==> config.mk <==
export PLATFORM = sky130hd
export DESIGN_NAME = cw305_instr_feeder
export DESIGN_NICKNAME = d
export VERILOG_FILES = /design/src/rtl/cw305_instr_feeder.sv
export SDC_FILE = /design/constraint.sdc
export NUM_CORES = 1
export LEC_CHECK = 0
export CAP_MARGIN = 20
export CORE_MARGIN = 5
export CORE_UTILIZATION = 35
export CTS_BUF_LIST = sky130_fd_sc_hd__clkbuf_16
export DETAILED_ROUTE_END_ITERATION = 7
export PLACE_DENSITY = 0.52
export SLEW_MARGIN = 25
export SYNTH_ARGS = -nofsm -noshare
export SYNTH_HDL_FRONTEND = slang
export SYNTH_SLANG_ARGS = --single-unit
==> constraint.sdc <==
create_clock -name clk -period 8.2 [get_ports clk]
set_input_delay 1.64 -clock clk [delete_from_list [all_inputs] [get_ports clk]]
set_output_delay 1.64 -clock clk [all_outputs]
set_load 0.01 [all_outputs]
==> src/rtl/cw305_instr_feeder.sv <==
// Host-register-fed instruction FIFO that hands words one at a time to the OBI write bridge,
// and latches OBI read responses and a completed-transfer count for host readback.
module cw305_instr_feeder #(
  parameter int FIFO_DEPTH     = 8,
  parameter int TIMEOUT_CYCLES = 1024
) (
  input  logic        clk,
  input  logic        rst_n,
  input  logic [2:0]  reg_addr,
  input  logic        reg_we,
  input  logic        reg_re,
  input  logic [31:0] reg_wdata,
  output logic [31:0] reg_rdata,
  output logic        inst_valid,
  output logic [31:0] instruction,
  input  logic        busy,
  input  logic        OBI_rvalid,
  input  logic [31:0] OBI_rdata
);

  localparam int AW = $clog2(FIFO_DEPTH);
  localparam int TW = $clog2(TIMEOUT_CYCLES + 1);
  localparam logic [AW:0]   DEPTH = (AW+1)'(FIFO_DEPTH);
  localparam logic [TW-1:0] TMAX  = TW'(TIMEOUT_CYCLES);
  localparam logic [TW-1:0] TLAST = TW'(TIMEOUT_CYCLES - 1);

  // state     | meaning
  // IDLE      | no transfer; pops the head when run=1 and the FIFO is non-empty
  // ISSUE     | inst_valid held until the bridge raises busy
  // WAIT_DONE | waiting for busy to fall, then the transfer is counted
  typedef enum logic [1:0] {IDLE, ISSUE, WAIT_DONE} state_t;

  state_t        state, state_nxt;
  logic [31:0]   mem [FIFO_DEPTH];
  logic [AW-1:0] wr_ptr, rd_ptr;
  logic [AW:0]   count;
  logic [3:0]    count4;
  logic          run, overflow, timeout, rdata_valid;
  logic [31:0]   rdata_reg, done_cnt, rd_mux;
  logic [TW-1:0] tmr;
  logic          pop, done, engine_active, tmr_inc;
  logic          wr_instr, wr_ctrl, flush, clr, push_ok, rd_rdata, full, empty;

  assign wr_instr = reg_we && (reg_addr == 3'd0);
  assign wr_ctrl  = reg_we && (reg_addr == 3'd1);
  assign flush    = wr_ctrl && reg_wdata[1];
  assign clr      = wr_ctrl && reg_wdata[2];
  assign rd_rdata = reg_re && (reg_addr == 3'd3);
  assign full     = (count == DEPTH);
  assign empty    = (count == '0);
  assign count4   = 4'(count);
  // a full FIFO still takes a write when the head leaves in the same cycle
  assign push_ok  = wr_instr && (!full || pop);
  assign tmr_inc  = engine_active && (tmr != TMAX);

  always_ff @(posedge clk) begin
    if (!rst_n) state <= IDLE;
    else        state <= state_nxt;
  end

  always_comb begin
    state_nxt = state;
    pop       = 1'b0;
    done      = 1'b0;
    unique case (state)
      IDLE:      if (run && !empty) begin pop = 1'b1; state_nxt = ISSUE; end
      ISSUE:     if (busy) state_nxt = WAIT_DONE;
      WAIT_DONE: if (!busy) begin done = 1'b1; state_nxt = IDLE; end
      default:   state_nxt = IDLE;
    endcase
  end

  always_comb begin
    inst_valid    = (state == ISSUE);
    engine_active = (state != IDLE);
  end

  always_ff @(posedge clk) begin
    if (push_ok) mem[wr_ptr] <= reg_wdata;
  end

  always_ff @(posedge clk) begin
    if (!rst_n) begin
      wr_ptr      <= '0;
      rd_ptr      <= '0;
      count       <= '0;
      instruction <= '0;
    end else begin
      if (pop) instruction <= mem[rd_ptr];
      if (flush) begin
        wr_ptr <= '0;
        rd_ptr <= '0;
        count  <= '0;
      end else begin
        if (push_ok) wr_ptr <= wr_ptr + 1'b1;
        if (pop)     rd_ptr <= rd_ptr + 1'b1;
        count <= count + (AW+1)'(push_ok) - (AW+1)'(pop);
      end
    end
  end

  always_ff @(posedge clk) begin
    if (!rst_n) begin
      run         <= 1'b0;
      overflow    <= 1'b0;
      timeout     <= 1'b0;
      rdata_valid <= 1'b0;
      rdata_reg   <= '0;
      done_cnt    <= '0;
      tmr         <= '0;
    end else begin
      if (wr_ctrl) run <= reg_wdata[0];
      if (wr_instr && !push_ok) overflow <= 1'b1;
      else if (clr)             overflow <= 1'b0;
      if (OBI_rvalid) begin
        rdata_reg   <= OBI_rdata;
        rdata_valid <= 1'b1;
      end else if (rd_rdata || clr) begin
        rdata_valid <= 1'b0;
      end
      if (done) done_cnt <= done_cnt + 32'd1;
      if (pop)          tmr <= '0;
      else if (tmr_inc) tmr <= tmr + 1'b1;
      if (tmr_inc && (tmr == TLAST)) timeout <= 1'b1;
      else if (clr)                  timeout <= 1'b0;
    end
  end

  always_comb begin
    rd_mux = '0;
    case (reg_addr)
      3'd2: rd_mux = {20'd0, count4, 2'b00, timeout, rdata_valid, overflow,
                      engine_active, full, empty};
      3'd3: rd_mux = rdata_reg;
      3'd4: rd_mux = done_cnt;
      default: rd_mux = '0;
    endcase
  end

  always_ff @(posedge clk) begin
    if (!rst_n)      reg_rdata <= '0;
    else if (reg_re) reg_rdata <= rd_mux;
  end

endmodule
* Yosys cells after proc, flatten, opt, wreduce, memory -nomap -nowiden *
Memories as Yosys holds them, arrays and structs flattened. A register that Yosys moved wholly into a read port is not among the register bits.
Cells that the tools add are included.

storage, ports and cells
  bits in registers = 123
  memory bits (writable) = 256
  input port bits = 73
  logic and storage cells = 74
  memories kept = 1

cells by class
  add/subtract/negate cells = 6
  eq/ne operators = 12
  multiplexer cells = 16
  bitwise operators = 1
  reduce and logical (&&, ||, !) cells = 26

memories
  memory  words  bits a word  rd ports  clocked after memory_dff  wr ports  RTL line  source
  mem     8      32           1         1                         1         34        logic [31:0] mem [FIFO_DEPTH];

operators by type and width
  kind                   count
  $pmux 32 s3            1
  $add 32x1->32 const B  1
  $add 11x1->11 const B  1
  $eq 11x10->1 const B   1
  $mux 1                 11
  $ne 11x11->1 const B   1
  $logic_and 1x1->1      10
  $reduce_bool 2->1      4
  $add 3x1->3 const B    2
  $eq 3x2->1 const B     2
  $mux 2                 3
  $pmux 2 s3             1
  $add 4x1->4            1
  $eq 4x4->1 const B     1
  $logic_not 1->1        4
  $logic_not 4->1        1
  $ne 2x2->1 const B     2
  $reduce_or 2->1        2
  $sub 4x1->4            1
  $eq 3x1->1 const B     1
  $eq 3x3->1 const B     1
  $logic_not 3->1        1
  $reduce_and 3->1       1
  $eq 2x1->1 const B     1
  other kinds (5)        6

* Longest topological paths before layout *
Gate-level depths: netlist (run 1).

  depth after elaboration = 10
  gate-level depth with buffers = 13
  mapped depth without buffers = 11

* Worst setup path after synthesis (run 1) *
Ideal clock, no wire load.

  path type = input-to-reg
  start point = in reg_addr[0]
  end point = mem mem[0][0], enable pin
  library setup time = 0.502 ns
  arrival = 5.886 ns
  required time = 7.698 ns
  slack = 1.812 ns
  stages on the path = 5
  path through = clkbuf_1 -> clkbuf_1 -> nor4b_1 -> o21ai_0 -> nor4_1

between the ends
  cells in the longest elaborated chain, start to end = 5

ends and longest elaborated chain
  element                       RTL line  source
  start, declared               9         input logic [2:0] reg_addr,
  $logic_not 3->1               44        assign wr_instr = reg_we && (reg_addr == 3'd0);
  $logic_and 1x1->1             44
  $logic_and 1x1->1             53        assign push_ok = wr_instr && (!full || pop);
  $mux 1                        79        if (push_ok) mem[wr_ptr] <= reg_wdata;
  $mux 1 (not written as such)  79
  end, declared                 34

No other way between the ends.

* Worst setup path in the final report (run 1) *
  start point = in reg_addr[0]
  end point = mem mem[4][5], enable pin

Same word-level chain as after synthesis.

==> flow_metrics.env, run 1 <==
export IMPL_seqPwrFrac=0.523
export IMPL_drtIter0Drc=540
export IMPL_hold_depth=2
export IMPL_totalWireLength_um=36340
export IMPL_place_hpwl_um=22170
export IMPL_rr_worst_depth=5
export IMPL_largest_reg_flops=256
export IMPL_synth_edff_count=256
export IMPL_synth_cell_types=54
export IMPL_clock_sinks=411
export IMPL_drv_slew=0
export IMPL_grtUsageTotal=0.1422
export IMPL_largest_register="mem"
export IMPL_finalPower_uw=4247
export IMPL_yosysSeqAreaShare=0.6689
export IMPL_ys_ff_latch=411
export IMPL_hold_buffers=0
export IMPL_ys_warnings_count=0
export IMPL_syn_nets=1178
export IMPL_wire_per_inst_um=19.54
export IMPL_async_flop_share=0
export IMPL_peakVddDrop_v=0.0001724
export IMPL_htreeDepth=2
export IMPL_grt_pass1_vias=9552
export IMPL_vias=9422
export IMPL_cts_made_buffers=45
export IMPL_numPortBuffers=137
export IMPL_cap_violations=0
export IMPL_grt_max_degree=75
export IMPL_clk_root_buffer_cell="clkbuf_16"
export IMPL_grt_pass1_wl_um=56750
export IMPL_ys_flop_type="edfxtp_1"
export IMPL_critical_path_required_ns=8.42
export IMPL_clk_pin_slew_ns=0.06
export IMPL_p_int_uw=3353
export IMPL_clockBufferDepth=3
export IMPL_drive_gt1_frac=0.1389
export IMPL_relSlewSlack=0.3128
export IMPL_power_share_switching=0.2105
export IMPL_areaGrowthSynthToFinish_pct=21.52
export IMPL_switchingPower_uw=893.9
export IMPL_netlist_instances=1094
export IMPL_die_area_um2=50480
export IMPL_p_comb_frac=0.034
export IMPL_leakage_uw=0.006298
export IMPL_rsz0062_at_grt="false"
export IMPL_n_antenna_cell=0
export IMPL_ant_nets=0
export IMPL_std_cell_rows=78
export IMPL_gp_congestion=0.7514
export IMPL_power_density_nw_per_um2=216.7
export IMPL_tns_ns=0
export IMPL_viasPerCell=5.066
export IMPL_syn_cell_area_um2=16130
export IMPL_hold_path_class="reg2reg"
export IMPL_fin_skew_ns=0.01441
export IMPL_postCtsSetupBuffers=0
export IMPL_crit_chain="clkdlybuf4s50_1, nor4b_1, buf_4, nand3b_1, nor3_2, buf_4"
export IMPL_grt_ovfl_total=0
export IMPL_cts_tree="yes"
export IMPL_post_route_drc_count=0
export IMPL_finalCoreUtilization=0.4310
export IMPL_tightest_slew_ns=1.031
export IMPL_avgSynthCellArea_um2=14.74
export IMPL_io_pins=138
export IMPL_outcome="finished clean"
export IMPL_place_area_um2=18200
export IMPL_critPathKind="in2reg"
export IMPL_crit_top_cell="buf_4"
export IMPL_end_kind="flop"
export IMPL_p_clk_frac=0.443
export IMPL_worst_setup_path_start_kind="primary input"
export IMPL_period_needed_ns=4.333
export IMPL_antenna_found_initial=1
export IMPL_fp_dieW_um=224.7
export IMPL_core_area_um2=45480
export IMPL_start_util=0.3547
export IMPL_cp_max_fo=24
export IMPL_fin_area_um2=19600
export IMPL_finalCritPeriodShare=0.5284
export IMPL_hold_viol_final=0
export IMPL_arrival_ns=4.55
export IMPL_finalSetupViolCount=0
export IMPL_first_pass_iters=4
export IMPL_max_freq_mhz=230.8
export IMPL_fin_nets=1309
export IMPL_clock_latency_ns=0.57
export IMPL_die_height_um=224.7
export IMPL_cp_slowest_cell="clkdlybuf4s50_1"
export IMPL_ctsResizeCount=0
export IMPL_critPathMaxStageDelay_ns=0.76
## critical path, delay by kind of cell
kind,cells,cell delay [ns]
and+or+nand+nor,3,1.44
buffers and inverters,3,1.44
## cells in the mapped netlist (2+ instances only)
cell | count | share of area
or4_1 | 14 | 0.0065
ha_1 | 10 | 0.0078
and4_1 | 3 | 0.0016
nor4b_1 | 4 | 0.0022
or2_2 | 2 | 0.00078
or3b_2 | 2 | 0.0011
edfxtp_1 | 256 | 0.48
o21ai_0 | 47 | 0.015
nand2b_1 | 8 | 0.0031
or3_1 | 8 | 0.0031
nor2_1 | 71 | 0.017
o2bb2ai_1 | 21 | 0.011
mux4_2 | 64 | 0.089
a22oi_1 | 31 | 0.014
nor3_1 | 5 | 0.0016
nand2_1 | 37 | 0.0086
and3_1 | 8 | 0.0031
mux2i_1 | 69 | 0.043
mux2_2 | 7 | 0.0049
dfxtp_1 | 155 | 0.19
a21oi_1 | 62 | 0.019
and2_1 | 23 | 0.0089
nor3b_1 | 4 | 0.0019
buf_1 | 9 | 0.0021
a31oi_1 | 2 | 0.00078
a2bb2oi_1 | 7 | 0.0038
buf_6 | 2 | 0.0014
nor2b_1 | 2 | 0.00078
nor4_1 | 5 | 0.0019
o31ai_1 | 12 | 0.0056
nand3b_1 | 4 | 0.0019
a21o_1 | 2 | 0.00093
nand3_1 | 15 | 0.0047
clkbuf_1 | 52 | 0.012
xnor2_1 | 10 | 0.0054
xor2_1 | 14 | 0.0076
nand4_1 | 13 | 0.0050
inv_1 | 13 | 0.0030
buf_2 | 6 | 0.0019
## power by group through the flow
stage	registers, uW	clock network, uW	logic, uW
after floorplan	2260	0	67.8
after global placement	2260	0	146
after detailed placement	2270	0	148
after CTS	2220	1950	148
after global routing	2220	2040	160
final	2220	1880	145
## cell usage in the layout, fill, tap and decap left out, drive strengths merged, types with 16 or more instances in the layout
cell and count:
edfxtp 256, dfxtp 155, clkdlybuf4s50 135, nor2 71, mux2i 69, mux4 64
a21oi 62, clkbuf 49, o21ai 47, nand2 37, a22oi 31, inv 29
and2 24, o2bb2ai 21, buf 19, clkinv 16
## cell type report
class	count	area [um^2]
multi-input cells	599	5064
fillers	4181	25880
well taps	600	750.7
inverters	14	52.55
clock buffers	49	1226
clock inverters	33	170.2
repair buffers	154	1541
flip-flops and latches	411	10800
## path summary, 6_finish.rpt
path                          end                   from  slack, ns
max reg2reg   mem[4][5]$_DFFE_PP_  state[1]$_SDFFE_PN0P_       5.13
max           mem[4][5]$_DFFE_PP_            reg_addr[0]       3.87
min reg2reg  timeout$_SDFFE_PN0P_   timeout$_SDFFE_PN0P_       0.46
min          timeout$_SDFFE_PN0P_   timeout$_SDFFE_PN0P_       0.46
## routing by layer
layer  up-vias  GRT usage  wire (um)
li1       4490          -          -
met1      4702     0.1967      17040
met2       184     0.2310      17120
met3        44    0.02897       1596
met4         2    0.03693        585
met5         -          0          7
## cells by family after synthesis
family / synth area share
DFF: 0.6689
and+or+nand+nor: 0.07765
AOI/OAI and AO/OA: 0.07315
muxes: 0.1371
buffers and inverters: 0.02118
xor gates and xnor gates: 0.01303
adders and majority gates: 0.008998
## metrics by stage
| step | std cells | worst slack [ns] | hold slack, ns |
|---|---|---|---|
| 6_report | 1860 | 3.867 | 0.4566 |
| 5_1_grt | 1860 | 3.647 | 0.4980 |
| 4_1_cts | 1860 | 3.870 | 0.4693 |
| 3_5_place_dp | 1778 | 3.297 | 0.4491 |
| 3_3_place_gp | 1775 | 3.311 | 0.4521 |
| 2_1_floorplan | 1094 | 1.812 | 0.4295 |
(Power assumes the default switching activity.)
==> inputs of run 2 (changes only) <==
clock period = 4.3 ns   (was 8.2 ns; I/O delays follow)
==> run 2 against run 1 <==
Net effect:
- sequential cell count is the same
- routed wire length increased by 3.4%
- clock power grew 87%
- worst hold slack worse by 0.0010 ns
- via count is 1.0% higher
- first-iteration DRC count is 30% higher
- critical path type is now reg2reg
- largest power group unchanged
- highest routed layer unchanged
==> flow_metrics.env, run 2 (synthesis results as in run 1) <==
export IMPL_outcome="finished clean"
export IMPL_numPortBuffers=137
export IMPL_end_kind="flop"
export IMPL_peakVddDrop_v=0.0002896
export IMPL_hold_ws_ns=0.4556
export IMPL_cp_max_fo=68
export IMPL_clock_latency_ns=0.57
export IMPL_stdcell_count=1867
export IMPL_areaGrowthSynthToFinish_pct=21.66
export IMPL_rr_worst_depth=10
export IMPL_grt_use_met3=0.02989
export IMPL_power_density_nw_per_um2=409.6
export IMPL_core_area_um2=45480
export IMPL_wire_per_inst_um=20.13
export IMPL_grt_ovfl_total=0
export IMPL_gp_congestion=0.7479
export IMPL_max_freq_mhz=344.6
export IMPL_crit_end="count[2]$_SDFF_PP0_"
export IMPL_met1_usage=0.2047
export IMPL_place_hpwl_um=22600
export IMPL_htreeDepth=2
export IMPL_fin_skew_ns=0.01046
export IMPL_hold_buffers=0
export IMPL_finalCoreUtilization=0.4315
export IMPL_clk_root_buffer_cell="clkbuf_16"
export IMPL_met2_usage=0.2352
export IMPL_grt_max_degree=69
export IMPL_crit_start="state[1]$_SDFFE_PN0P_"
export IMPL_totalWireLength_um=37590
export IMPL_clockBufferDepth=3
export IMPL_grt_pass1_vias=9596
export IMPL_hold_viol_final=0
export IMPL_post_route_drc_count=0
export IMPL_drive_gt1_frac=0.1436
export IMPL_viasPerCell=5.098
export IMPL_relSlewSlack=0.3019
export IMPL_fin_nets=1316
export IMPL_grt_pass1_wl_um=58320
export IMPL_grtUsageTotal=0.1473
export IMPL_ant_nets=0
export IMPL_std_cell_rows=78
export IMPL_die_height_um=224.7
export IMPL_worst_setup_path_start_kind="flop"
export IMPL_layout_common_cells="256 x edfxtp_1, 152 x dfxtp_1, 135 x clkdlybuf4s50_1"
export IMPL_cts_made_buffers=44
export IMPL_final_common_cell="edfxtp_1"
export IMPL_vias=9518
export IMPL_cap_violations=0
export IMPL_post_place_cells=1786
export IMPL_io_pins=138
export IMPL_n_antenna_cell=0
export IMPL_first_pass_iters=5
export IMPL_clk_pin_slew_ns=0.06
export IMPL_rsz0062_at_grt="false"
export IMPL_arrival_ns=3.35
export IMPL_largest_reg_flops=256
export IMPL_period_needed_ns=2.902
export IMPL_drv_slew=0
export IMPL_ctsResizeCount=0
export IMPL_postCtsSetupBuffers=0
export IMPL_finalSetupViolCount=0
export IMPL_finalPower_uw=8039
export IMPL_largest_register="mem"
export IMPL_critical_path_required_ns=4.74
export IMPL_finalCritPeriodShare=0.6749
export IMPL_hold_path_class="reg2reg"
export IMPL_cts_tree="yes"
export IMPL_r2r_setup_slack_ns=1.40
export IMPL_die_area_um2=50480
export IMPL_drtIter0Drc=702
export IMPL_n_fill_cell=4144
export IMPL_crit_reg2reg_launch="state[1]$_SDFFE_PN0P_"
export IMPL_critPathKind="reg2reg"
export IMPL_tightest_slew_ns=1.047
export IMPL_busiest_layer="met2"
export IMPL_start_util=0.3547
export IMPL_antenna_found_initial=2
export IMPL_leakage_uw=0.006319
export IMPL_clock_sinks=411
export IMPL_fp_dieW_um=224.7
export IMPL_timing_rr_end="count[2]$_SDFF_PP0_"
run 2: cell types whose count changed in the layout (fill, tap and decap cells not counted), sizes merged:
| cell | previous run | this run |
|---|---|---|
| buf | 19 | 27 |
| bufinv | 0 | 1 |
| clkbuf | 49 | 45 |
| clkinv | 16 | 18 |
| clkinvlp | 2 | 1 |
| inv | 29 | 30 |
run 2: worst min path at each step:
stage	slack, ns	start	cells after the start	to
3_5_place_dp	0.45	overflow$_SDFFE_PN0P_	2	overflow$_SDFFE_PN0P_
5_1_grt	0.50	overflow$_SDFFE_PN0P_	2	overflow$_SDFFE_PN0P_
3_3_place_gp	0.45	timeout$_SDFFE_PN0P_	2	timeout$_SDFFE_PN0P_
2_1_floorplan	0.43	timeout$_SDFFE_PN0P_	2	timeout$_SDFFE_PN0P_
6_report	0.46	timeout$_SDFFE_PN0P_	2	timeout$_SDFFE_PN0P_
4_1_cts	0.46	overflow$_SDFFE_PN0P_	2	overflow$_SDFFE_PN0P_
run 2: metal layers:
layer | part of all wire | up-vias
met5 | 0.00067 | -
met4 | 0.021 | 4
met3 | 0.047 | 59
met2 | 0.47 | 208
met1 | 0.46 | 4745
li1 | - | 4502
run 2: worst max-delay path, cell delays in order (launching register included):
cell	delay, ns
dfxtp_1	0.39
nor3b_1	0.49
and2_2	0.24
buf_4	0.57
nand2_1	0.20
nand2_1	0.11
ha_1	0.17
inv_1	0.05
fa_1	0.37
xor2_1	0.14
nor2_1	0.05
run 2: cell type report:
class                   instances  area (um^2)  area share
multi-input cells             599         5074      0.2585
repair buffers                162         1614     0.08225
inverters                      14        52.55    0.002678
clock buffers                  45         1126     0.05738
clock inverters                36        210.2     0.01071
well taps                     600        750.7     0.03826
flip-flops and latches        411        10800      0.5502
run 2: where the power goes:
part	internal, uW	total, uW	switching (uW)	leakage, uW
clock network	1970	3520	1560	0.000712
registers	4220	4230	19.2	0.00356
logic	128	281	153	0.00205
run 2: stage by stage:
step                      TNS, ns  setup slack, ns  instance area, um^2
after floorplan            -45.77          -0.4768                16140
after global placement          0           0.9322                18280
after detailed placement        0           0.9140                18280
after CTS                       0            1.351                19620
after global routing            0            1.081                19620
final                           0            1.398                19620
